`config.mk`:
```
export PLATFORM = sky130hd
export DESIGN_NAME = minmax_cmp_sequencer
export DESIGN_NICKNAME = d
export VERILOG_FILES = /design/src/rtl/minmax_cmp_sequencer.sv
export SDC_FILE = /design/constraint.sdc
export NUM_CORES = 1
export LEC_CHECK = 0
export ABC_CLOCK_PERIOD_IN_PS = 2800
export CORE_MARGIN = 2
export CORE_UTILIZATION = 50
export CTS_CLUSTER_SIZE = 28
export DETAILED_ROUTE_END_ITERATION = 10
export PLACE_DENSITY = 0.81
export SYNTH_ARGS = -nofsm -noshare
export SYNTH_HDL_FRONTEND = slang
export SYNTH_SLANG_ARGS = --single-unit
```
`constraint.sdc`:
```
create_clock -name clk -period 2.8 [get_ports clk]
set_input_delay 0.28 -clock clk [delete_from_list [all_inputs] [get_ports clk]]
set_output_delay 0.28 -clock clk [all_outputs]
set_load 0.03 [all_outputs]
```
`src/rtl/minmax_cmp_sequencer.sv`:
```
// Frame min/max finder built around one shared magnitude comparator.
// Each frame takes FRAME_LEN unsigned samples over a valid/ready stream.
// The first sample seeds both running extremes. Every later sample costs
// two compare cycles on the shared comparator: first against the running
// min, then against the running max. The results are published with a
// one-cycle done pulse.
// Optional build macro: MINMAX_INDEX_EN adds min_idx/max_idx outputs, which
// give the 0-based position of the first occurrence of each extreme.

module nbit_comparator #(
    parameter int N = 8
) (
    input  logic [N-1:0] a,
    input  logic [N-1:0] b,
    output logic         lt,
    output logic         gt
);
    // Unsigned magnitude compare.
    always_comb begin
        lt = (a < b);
        gt = (a > b);
    end
endmodule

module minmax_cmp_sequencer #(
    parameter int   N         = 8,
    parameter int   FRAME_LEN = 16,
    localparam int  CW        = $clog2(FRAME_LEN + 1)
) (
    input  logic          clk,
    input  logic          rst,
    input  logic          start,
    input  logic          abort,
    input  logic          in_valid,
    output logic          in_ready,
    input  logic [N-1:0]  in_data,
    output logic          busy,
    output logic          done,
    output logic [N-1:0]  min_out,
    output logic [N-1:0]  max_out
`ifdef MINMAX_INDEX_EN
    ,
    output logic [CW-1:0] min_idx,
    output logic [CW-1:0] max_idx
`endif
);
    localparam logic [2:0] IDLE    = 3'd0;
    localparam logic [2:0] ACCEPT  = 3'd1;
    localparam logic [2:0] CMP_MIN = 3'd2;
    localparam logic [2:0] CMP_MAX = 3'd3;
    localparam logic [2:0] DONE    = 3'd4;

    localparam int          FL_INT   = FRAME_LEN;
    localparam logic [CW-1:0] FULL_CNT = FL_INT[CW-1:0];

    logic [2:0]    state_reg, state_next;
    logic [CW-1:0] count_reg, count_next;
    logic [N-1:0]  smp_reg, smp_next;
    logic [N-1:0]  min_w_reg, min_w_next;
    logic [N-1:0]  max_w_reg, max_w_next;
    logic [N-1:0]  min_out_reg, min_out_next;
    logic [N-1:0]  max_out_reg, max_out_next;
    logic          done_reg, done_next;
`ifdef MINMAX_INDEX_EN
    logic [CW-1:0] smp_idx_reg, smp_idx_next;
    logic [CW-1:0] min_iw_reg, min_iw_next;
    logic [CW-1:0] max_iw_reg, max_iw_next;
    logic [CW-1:0] min_idx_reg, min_idx_next;
    logic [CW-1:0] max_idx_reg, max_idx_next;
`endif

    logic [N-1:0]  cmp_b;
    logic          cmp_lt;
    logic          cmp_gt;

    // The single comparator always sees the held sample on a; b is the running max in CMP_MAX, otherwise the running min.
    always_comb begin
        cmp_b = (state_reg == CMP_MAX) ? max_w_reg : min_w_reg;
    end

    nbit_comparator #(.N(N)) u_cmp (
        .a  (smp_reg),
        .b  (cmp_b),
        .lt (cmp_lt),
        .gt (cmp_gt)
    );

    // Sequencer next-state and datapath updates; ties never replace an extreme, so the first occurrence is kept.
    always_comb begin
        state_next   = state_reg;
        count_next   = count_reg;
        smp_next     = smp_reg;
        min_w_next   = min_w_reg;
        max_w_next   = max_w_reg;
        min_out_next = min_out_reg;
        max_out_next = max_out_reg;
        done_next    = 1'b0;
`ifdef MINMAX_INDEX_EN
        smp_idx_next = smp_idx_reg;
        min_iw_next  = min_iw_reg;
        max_iw_next  = max_iw_reg;
        min_idx_next = min_idx_reg;
        max_idx_next = max_idx_reg;
`endif
        case (state_reg)
            ACCEPT: begin
                if (abort) begin
                    state_next = IDLE;
                end else if (in_valid) begin
                    smp_next   = in_data;
                    count_next = count_reg + 1'b1;
`ifdef MINMAX_INDEX_EN
                    smp_idx_next = count_reg;
`endif
                    if (count_reg == '0) begin
                        min_w_next = in_data;
                        max_w_next = in_data;
`ifdef MINMAX_INDEX_EN
                        min_iw_next = '0;
                        max_iw_next = '0;
`endif
                        if (FRAME_LEN == 1) begin
                            state_next   = DONE;
                            done_next    = 1'b1;
                            min_out_next = in_data;
                            max_out_next = in_data;
`ifdef MINMAX_INDEX_EN
                            min_idx_next = '0;
                            max_idx_next = '0;
`endif
                        end
                    end else begin
                        state_next = CMP_MIN;
                    end
                end
            end
            CMP_MIN: begin
                if (abort) begin
                    state_next = IDLE;
                end else begin
                    if (cmp_lt) begin
                        min_w_next = smp_reg;
`ifdef MINMAX_INDEX_EN
                        min_iw_next = smp_idx_reg;
`endif
                    end
                    state_next = CMP_MAX;
                end
            end
            CMP_MAX: begin
                if (abort) begin
                    state_next = IDLE;
                end else begin
                    if (cmp_gt) begin
                        max_w_next = smp_reg;
`ifdef MINMAX_INDEX_EN
                        max_iw_next = smp_idx_reg;
`endif
                    end
                    if (count_reg == FULL_CNT) begin
                        state_next   = DONE;
                        done_next    = 1'b1;
                        min_out_next = min_w_reg;
                        max_out_next = max_w_next;
`ifdef MINMAX_INDEX_EN
                        min_idx_next = min_iw_reg;
                        max_idx_next = max_iw_next;
`endif
                    end else begin
                        state_next = ACCEPT;
                    end
                end
            end
            default: begin
                // IDLE and DONE: only start matters here.
                if (start) begin
                    state_next = ACCEPT;
                    count_next = '0;
                end else begin
                    state_next = IDLE;
                end
            end
        endcase
    end

    // State and datapath registers; reset clears the partial frame and the published results.
    always_ff @(posedge clk or posedge rst) begin
        if (rst) begin
            state_reg   <= IDLE;
            count_reg   <= '0;
            smp_reg     <= '0;
            min_w_reg   <= '0;
            max_w_reg   <= '0;
            min_out_reg <= '0;
            max_out_reg <= '0;
            done_reg    <= 1'b0;
`ifdef MINMAX_INDEX_EN
            smp_idx_reg <= '0;
            min_iw_reg  <= '0;
            max_iw_reg  <= '0;
            min_idx_reg <= '0;
            max_idx_reg <= '0;
`endif
        end else begin
            state_reg   <= state_next;
            count_reg   <= count_next;
            smp_reg     <= smp_next;
            min_w_reg   <= min_w_next;
            max_w_reg   <= max_w_next;
            min_out_reg <= min_out_next;
            max_out_reg <= max_out_next;
            done_reg    <= done_next;
`ifdef MINMAX_INDEX_EN
            smp_idx_reg <= smp_idx_next;
            min_iw_reg  <= min_iw_next;
            max_iw_reg  <= max_iw_next;
            min_idx_reg <= min_idx_next;
            max_idx_reg <= max_idx_next;
`endif
        end
    end

    // Status outputs decoded from the current state.
    always_comb begin
        in_ready = (state_reg == ACCEPT);
        busy     = (state_reg == ACCEPT) || (state_reg == CMP_MIN) || (state_reg == CMP_MAX);
        done     = done_reg;
        min_out  = min_out_reg;
        max_out  = max_out_reg;
`ifdef MINMAX_INDEX_EN
        min_idx  = min_idx_reg;
        max_idx  = max_idx_reg;
`endif
    end
endmodule

```
==> results_dict.tcl <==
set metrics [dict create \
    synth_cell_types 41 \
    vias_per_cell 5.64 \
    setup_viol 0 \
    p_leak_uw 0.00136 \
    initial_core_util_pct 51.2 \
    drc 0 \
    cellPowerDensity_nw_per_um2 912 \
    die_h_um 76.1 \
    p_clk_share_pct 15.5 \
    netlist_top_cells_count "dfrtp_1 (49), nand2_1 (27), a31oi_1 (18)" \
    switching_power_uw 1180 \
    skew_ns 0.0102 \
    synthCells 242 \
    yosysMostFrequentCell "dfrtp_1" \
    rsz0062_at_grt "no" \
    timing.fmax_mhz 387 \
    fin_crit_ns 2.58 \
    holdBufCountCts 0 \
    overflow 0 \
    finalHoldViolCount 0 \
    vias 1986 \
    cts.sinks 49 \
    ir_drop_mv 0.399 \
    drv_slew 0 \
    synth_mux_area_share_pct 12.3 \
    intPower_uw 1680 \
    cap_violations 0 \
    drt_first_iter_violations 124 \
    cts_buffer_depth 2 \
    relSlewSlack_pct 57.7 \
    grt_max_degree 26 \
    place_congestion 0.903 \
    num_rows 26 \
    p_sw_share_pct 41.2 \
    wire_per_inst_um 15.4 \
    drt-total-wl_mm 5.41 \
    synth_edf_count 0 \
    synth_adder_area_share_pct 4.82 \
    outcome "finished, final reports clean" \
    synth_top_family_by_area "compound AO/OA/AOI/OAI gates" \
    cts_setup_buffers 0 \
    pwr-share-comb_pct 44.8 \
    power_frac_seq_pct 39.7 \
    whs_ns 0.337 \
    worst_pin_slew_ns 0.633 \
    cts_max_level 2 \
    async_reset_ff_share_pct 100 \
    worstHoldPathType "in2async" \
    drt_first_pass_iters 4 \
    finalSetupTns_ns 0 \
    seq_area_frac_synth_pct 47.2 \
    cp_data_arrival_time_ns 2.81 \
    yosys_warnings 0 \
    cts_buffers 5 \
    portBuffers 31 \
    grt_pass1_vias 1852 \
    track_usage_pct 19.5 \
    ant_nets 0 \
    ys_seq_elements 49 \
    cp.required_ns 3.03 \
    synth-xor-area-share_pct 1.01 \
    netlist.top_cell.by_area "dfrtp_1" \
    hpwl_mm 4.13 \
    synth_top_area_share_pct 47.2 \
    critPathKind "reg2reg" \
    synth_area_um2 2600 \
    final_net_count 304 \
    clock_latency_ns 0.30 \
    path_clk_slew_ns 0.09 \
    cts_tree "yes" \
    power_uw 2860 \
    synthTopCellsByArea "dfrtp_1 (47%), mux2_1 (6.5%), mux2i_1 (5.8%)" \
    die_w_um 76.1 \
    diodes 0 \
    root_buffer "clkbuf_8" \
    synthesis.nets 265 \
    synth_area_per_cell_um2 10.7 \
    antenna_found_initial 0 \
    synthSimpleGateAreaFrac_pct 13.9 \
    die_area_um2 5790 \
    grt_pass1_wl_mm 9.03 \
    area_growth_pct 20.9 \
    drive_above_1_share_pct 14.2 \
    start_kind "flop" \
    io_pins 32 \
    synth-compound-area-share_pct 17.0 \
    core_area_um2 5070 \
    crit_path_end_kind "flop" \
    fin_crit_sh_pct 92.3 \
    crit_path_max_fanout 11 \
    ys.flop_type "dfrtp_1" \
]
==> layout make-up <==
cell class                      count  area, um^2
Clock buffer                        7        96.3
Inverter                            7        26.3
Sequential cell                    49        1230
Tap cell                           70        87.6
Timing Repair Buffer               45         415
Fill cell                         431        1940
Multi-Input combinational cell    173        1280
Clock inverter                      1        5.00
==> timing repair <==
item	4_1_cts	5_1_grt
gates resized for setup	0	2
endpoints found under the setup margin	0	24
endpoints found under the hold margin	0	0
==> worst paths after layout <==
| check | slack, ns | cells after the start | startpoint | endpoint |
|---|---|---|---|---|
| setup / recovery | 0.22 | 11 | state_reg[0]$_DFFE_PP0P_ | max_w_reg[7]$_DFFE_PP0P_ |
| max in group asynchronous | 2.19 | 3 | rst | smp_reg[2]$_DFFE_PP0P_ |
| min in group clk | 0.49 | 1 | min_out[6]$_DFFE_PP0P_ | min_out[6]$_DFFE_PP0P_ |
| hold reg to reg | 0.49 | 1 | min_out[6]$_DFFE_PP0P_ | min_out[6]$_DFFE_PP0P_ |
| hold / removal | 0.34 | 3 | rst | max_out[4]$_DFFE_PP0P_ |
| setup reg to reg | 0.22 | 11 | state_reg[0]$_DFFE_PP0P_ | max_w_reg[7]$_DFFE_PP0P_ |
==> layout by cell type, fill, tap and decap left out, drive strengths merged, types with 2 or more instances in the layout <==
master and count:
o31ai 7, nor2 17, buf 14, a31o 2, xor2 2, nand4 4, inv 7, nand2b 7
or2 2, nor3 4, nor3b 2, o21ai 6, a21oi 13, mux2 15, clkdlybuf4s50 31, dfrtp 49
mux2i 15, ha 10, a31oi 18, clkbuf 7, nand2 27, a2bb2oi 8, nor2b 3
==> worst max-delay path, cell delays in order (launching register included) <==
cell and delay [ns]:
dfrtp_1 0.36, nor2b_1 0.20, and2_2 0.29, buf_4 0.17, mux2i_1 0.19, ha_1 0.26, nand4_1 0.16, or2_1 0.18
o21ai_2 0.08, buf_4 0.19, a21boi_4 0.26, a2bb2oi_1 0.18
==> metal layers <==
| metal | track usage (%) | wire length (um) | vias up |
|---|---|---|---|
| li1 | - | - | 953 |
| met1 | 27.4 | 2490 | 960 |
| met2 | 31.5 | 2500 | 66 |
| met3 | 3.44 | 331 | 7 |
| met4 | 5.45 | 87 | 0 |
| met5 | 0 | 0 | - |
==> power by group through the flow <==
stage,clock (uW),combinational [uW],sequential [uW]
detailed placement,0,1270,1140
CTS,456,1270,1130
global placement,0,1210,1130
floorplan,0,931,1080
global route,471,1430,1160
finish,445,1280,1140
==> through the flow <==
step / setup slack (ns) / util, % / area, um^2 / instances
6_report: 0.216 / 61.9 / 3140 / 352
5_1_grt: 0.00103 / 61.9 / 3140 / 352
4_1_cts: 0.0685 / 61.8 / 3130 / 352
3_5_place_dp: 0.0976 / 59.8 / 3030 / 344
3_3_place_gp: 0.211 / 59.8 / 3030 / 344
2_1_floorplan: 0.0632 / - / 2600 / 242
==> logic make-up (layout without fill, tap and decap cells) <==
family,after synthesis,in the layout
and+or+nand+nor,69,69
AOI/OAI and AO/OA,61,61
DFF,49,49
muxes,30,30
buffers and inverters,20,60
adders and majority gates,10,10
xor gates and xnor gates,3,3
(Power assumes the default switching activity.)
==> variant 1: new RTL, same flow settings <==
`N` is set to 8 in 2 places; all go to 9.
--- a/src/rtl/minmax_cmp_sequencer.sv
+++ b/src/rtl/minmax_cmp_sequencer.sv
@@ -8,7 +8,7 @@
 // give the 0-based position of the first occurrence of each extreme.
 
 module nbit_comparator #(
-    parameter int N = 8
+    parameter int N = 9
 ) (
     input  logic [N-1:0] a,
     input  logic [N-1:0] b,
@@ -23,7 +23,7 @@
 endmodule
 
 module minmax_cmp_sequencer #(
-    parameter int   N         = 8,
+    parameter int   N         = 9,
     parameter int   FRAME_LEN = 16,
     localparam int  CW        = $clog2(FRAME_LEN + 1)
 ) (
Interface: changed (resized in_data, max_out and min_out); port bits go from 32 to 35. No check against the original RTL was run, so the function may have changed too.
==> variant 1 against the original RTL <==
Sequential cell count grew 5; final cell count grew 14%; synthesized area grew 14%; setup slack lost 0.024 ns; clock skew shrank 0.0057 ns; fmax shrank 0.92%; cell area grew 11%; worst hold slack lost 0.099 ns; critical path depth shrank 1; global-route usage grew 3.1 points; routed wire length grew 28%; synthesized cell count grew 19%; total power grew 23%; largest cell class unchanged; highest routed layer unchanged.
==> variant 1: results <==
set metrics [dict create \
    final_worst_clock_skew_ns 0.00455 \
    inverters 6 \
    area_share_clock_buf_inv 0.0240 \
    cts_sinks 54 \
    met1Wirelength_um 2980 \
    seq_area_frac_synth 0.456 \
    power.clock.fraction 0.121 \
    cp_data_arrival_time_ns 2.80 \
    grt_util_met1 0.285 \
    netlist_top_cells_area "sky130_fd_sc_hd__dfrtp_1 (46%), sky130_fd_sc_hd__nand2_1 (5.3%), sky130_fd_sc_hd__ha_1 (4.6%)" \
    r2r_slack_ns 0.19 \
    post_synth_inst_count 288 \
    dp_hpwl_um 4800 \
    placed_cells 393 \
    drive_gt1_frac 0.151 \
    synth-xor-area-share 0.00886 \
    postCtsResizedCells 1 \
    outcome "finished clean" \
    first_global_vias 2480 \
    rr_worst_depth 10 \
    worstMarginPinSlew_ns 0.654 \
    power.static_leakage_uw 0.00151 \
    grt_util_met3 0.0333 \
    groute.usage.overall 0.226 \
    postRouteWirelength_um 6900 \
    net_switching_share_of_the_total_power 0.465 \
    filler_cell_count 513 \
    detail_route.vias_per_cell 6.02 \
    path_max_fanout 18 \
    dr_total_vias 2407 \
    regArea_um2 1350 \
    post_synth_num_cell_types 47 \
    starting_drc_count_in_detailed_routing 149 \
    detailed_place.area_um2 3380 \
    met3_length_um 278 \
    synth_commonest_cells "sky130_fd_sc_hd__dfrtp_1 (54), sky130_fd_sc_hd__nand2_1 (42), sky130_fd_sc_hd__nand3_1 (13)" \
    synth_compound_area_frac 0.152 \
    timing.critical_path.from "state_reg[2]" \
    floorplan.tapcells 75 \
    multiInputGateArea_um2 1500 \
    met2_usage 0.384 \
    first_pass_grt_wire_length_um 11400 \
    synth_fp_nets 313 \
]
-- variant 1: worst max-delay path, cell delays in order, from the launching register on --
cell and delay, ns:
sky130_fd_sc_hd__dfrtp_1 0.44, sky130_fd_sc_hd__nand3b_1 0.19, sky130_fd_sc_hd__buf_6 0.18, sky130_fd_sc_hd__mux2i_1 0.15, sky130_fd_sc_hd__ha_1 0.32, sky130_fd_sc_hd__nand4_1 0.29
sky130_fd_sc_hd__nor2_2 0.25, sky130_fd_sc_hd__a22oi_2 0.09, sky130_fd_sc_hd__buf_4 0.19, sky130_fd_sc_hd__a211oi_1 0.28, sky130_fd_sc_hd__nor3_1 0.09
-- variant 1: metrics by stage --
step | power (µW) | worst slack (ns)
detailed placement | 2980 | 0.0475
global route | 3740 | -0.00744
finish | 3510 | 0.192
global placement | 2900 | 0.157
CTS | 3420 | 0.0230
floorplan | 2540 | 0.0910
==> variant 2: new RTL, same settings <==
Made on the original files. Make the reset (`rst`) synchronous in one clocked block.
--- a/src/rtl/minmax_cmp_sequencer.sv
+++ b/src/rtl/minmax_cmp_sequencer.sv
@@ -184,7 +184,7 @@
     end
 
     // State and datapath registers; reset clears the partial frame and the published results.
-    always_ff @(posedge clk or posedge rst) begin
+    always_ff @(posedge clk) begin
         if (rst) begin
             state_reg   <= IDLE;
             count_reg   <= '0;
Formal check against the unedited RTL: differs if rst is asserted again (counterexample within 4 cycles, from zero or initial values and one cycle with rst high); with rst held inactive, the same outputs for 10 cycles.
==> variant 2 against the original RTL <==
Sequential cell count unchanged; routed wire length increased by 5.5%; via count up 9.3%; setup slack worse by 0.016 ns; synthesized cell count is 18% higher; non-clock buffer count shrank 3; clock skew is 0.0043 ns lower; synthesized area is 0.63% higher; critical endpoint is now min_w_reg[5]; cell area down 2.7%.
Power is not compared: it rests on default switching activity, and its combinational part moved more than twofold at a synthesized area within 25%.
==> variant 2: results <==
set metrics [dict create \
    maxSlewHeadroom 0.630 \
    seq_area_frac_synth 0.375 \
    synth.mux.area_fraction 0.119 \
    synth_compound_area_frac 0.209 \
    first_global_vias 1978 \
    timing.critical_path.from "state_reg[2]" \
    grt_start_max_net_pins 33 \
    final_worst_clock_skew_ns 0.00593 \
    postRouteWirelength_um 5710 \
    synth-adder-area-share 0.0479 \
    place.gp.congestion 0.876 \
    netlist_top_cells_area "sky130_fd_sc_hd__dfxtp_1 (38%), sky130_fd_sc_hd__mux2i_1 (12%), sky130_fd_sc_hd__ha_1 (4.8%)" \
    reg2reg_to "min_w_reg[5]" \
    rr_worst_depth 10 \
    outcome "finished clean" \
    detailed_place.area_um2 2970 \
    hold_class "in2reg" \
    groute.usage.overall 0.202 \
    starting_drc_count_in_detailed_routing 172 \
    placed_cells 380 \
    post_synth_inst_count 285 \
    synth_commonest_cells "sky130_fd_sc_hd__dfxtp_1 (49), sky130_fd_sc_hd__nand2_1 (33), sky130_fd_sc_hd__mux2i_1 (31)" \
    cpLargestDelayFamily "compound AO/OA/AOI/OAI gates" \
    post_synth_num_cell_types 42 \
    clock.fmax_mhz 385 \
    fin_nets 340 \
    drive_gt1_frac 0.116 \
    filler_cell_count 444 \
    path_max_fanout 16 \
]
## variant 2: metal layers
layer	wire (µm)	track usage	up-vias
met5	0	0	-
met4	134	0.0855	0
met3	345	0.0261	9
met2	2560	0.308	74
met1	2660	0.289	992
li1	-	-	1095
## variant 2: cell type report
type	instances	area [µm²]	area share
clock buffer	5	68.8	0.0225
inverter	6	22.5	0.00737
clock inverter	3	21.3	0.00696
tap	70	87.6	0.0287
sequential	49	981	0.321
timing repair buffer	42	388	0.127
multi-input combinational	213	1490	0.486
## variant 2: how the worst min path moves through the flow
stage	to	slack, ns	cells past startpoint
floorplan	state_reg[1]	0.36	1
global placement	min_out[2]	0.44	2
detailed placement	min_out[7]	0.45	2
CTS	smp_reg[2]	0.43	2
global route	smp_reg[3]	0.47	2
finish	smp_reg[1]	0.43	2
## variant 2: power by group
group | switching, µW | internal [µW] | total, µW
logic | 121 | 89.5 | 210
registers | 14.1 | 710 | 724
clock network | 249 | 178 | 427
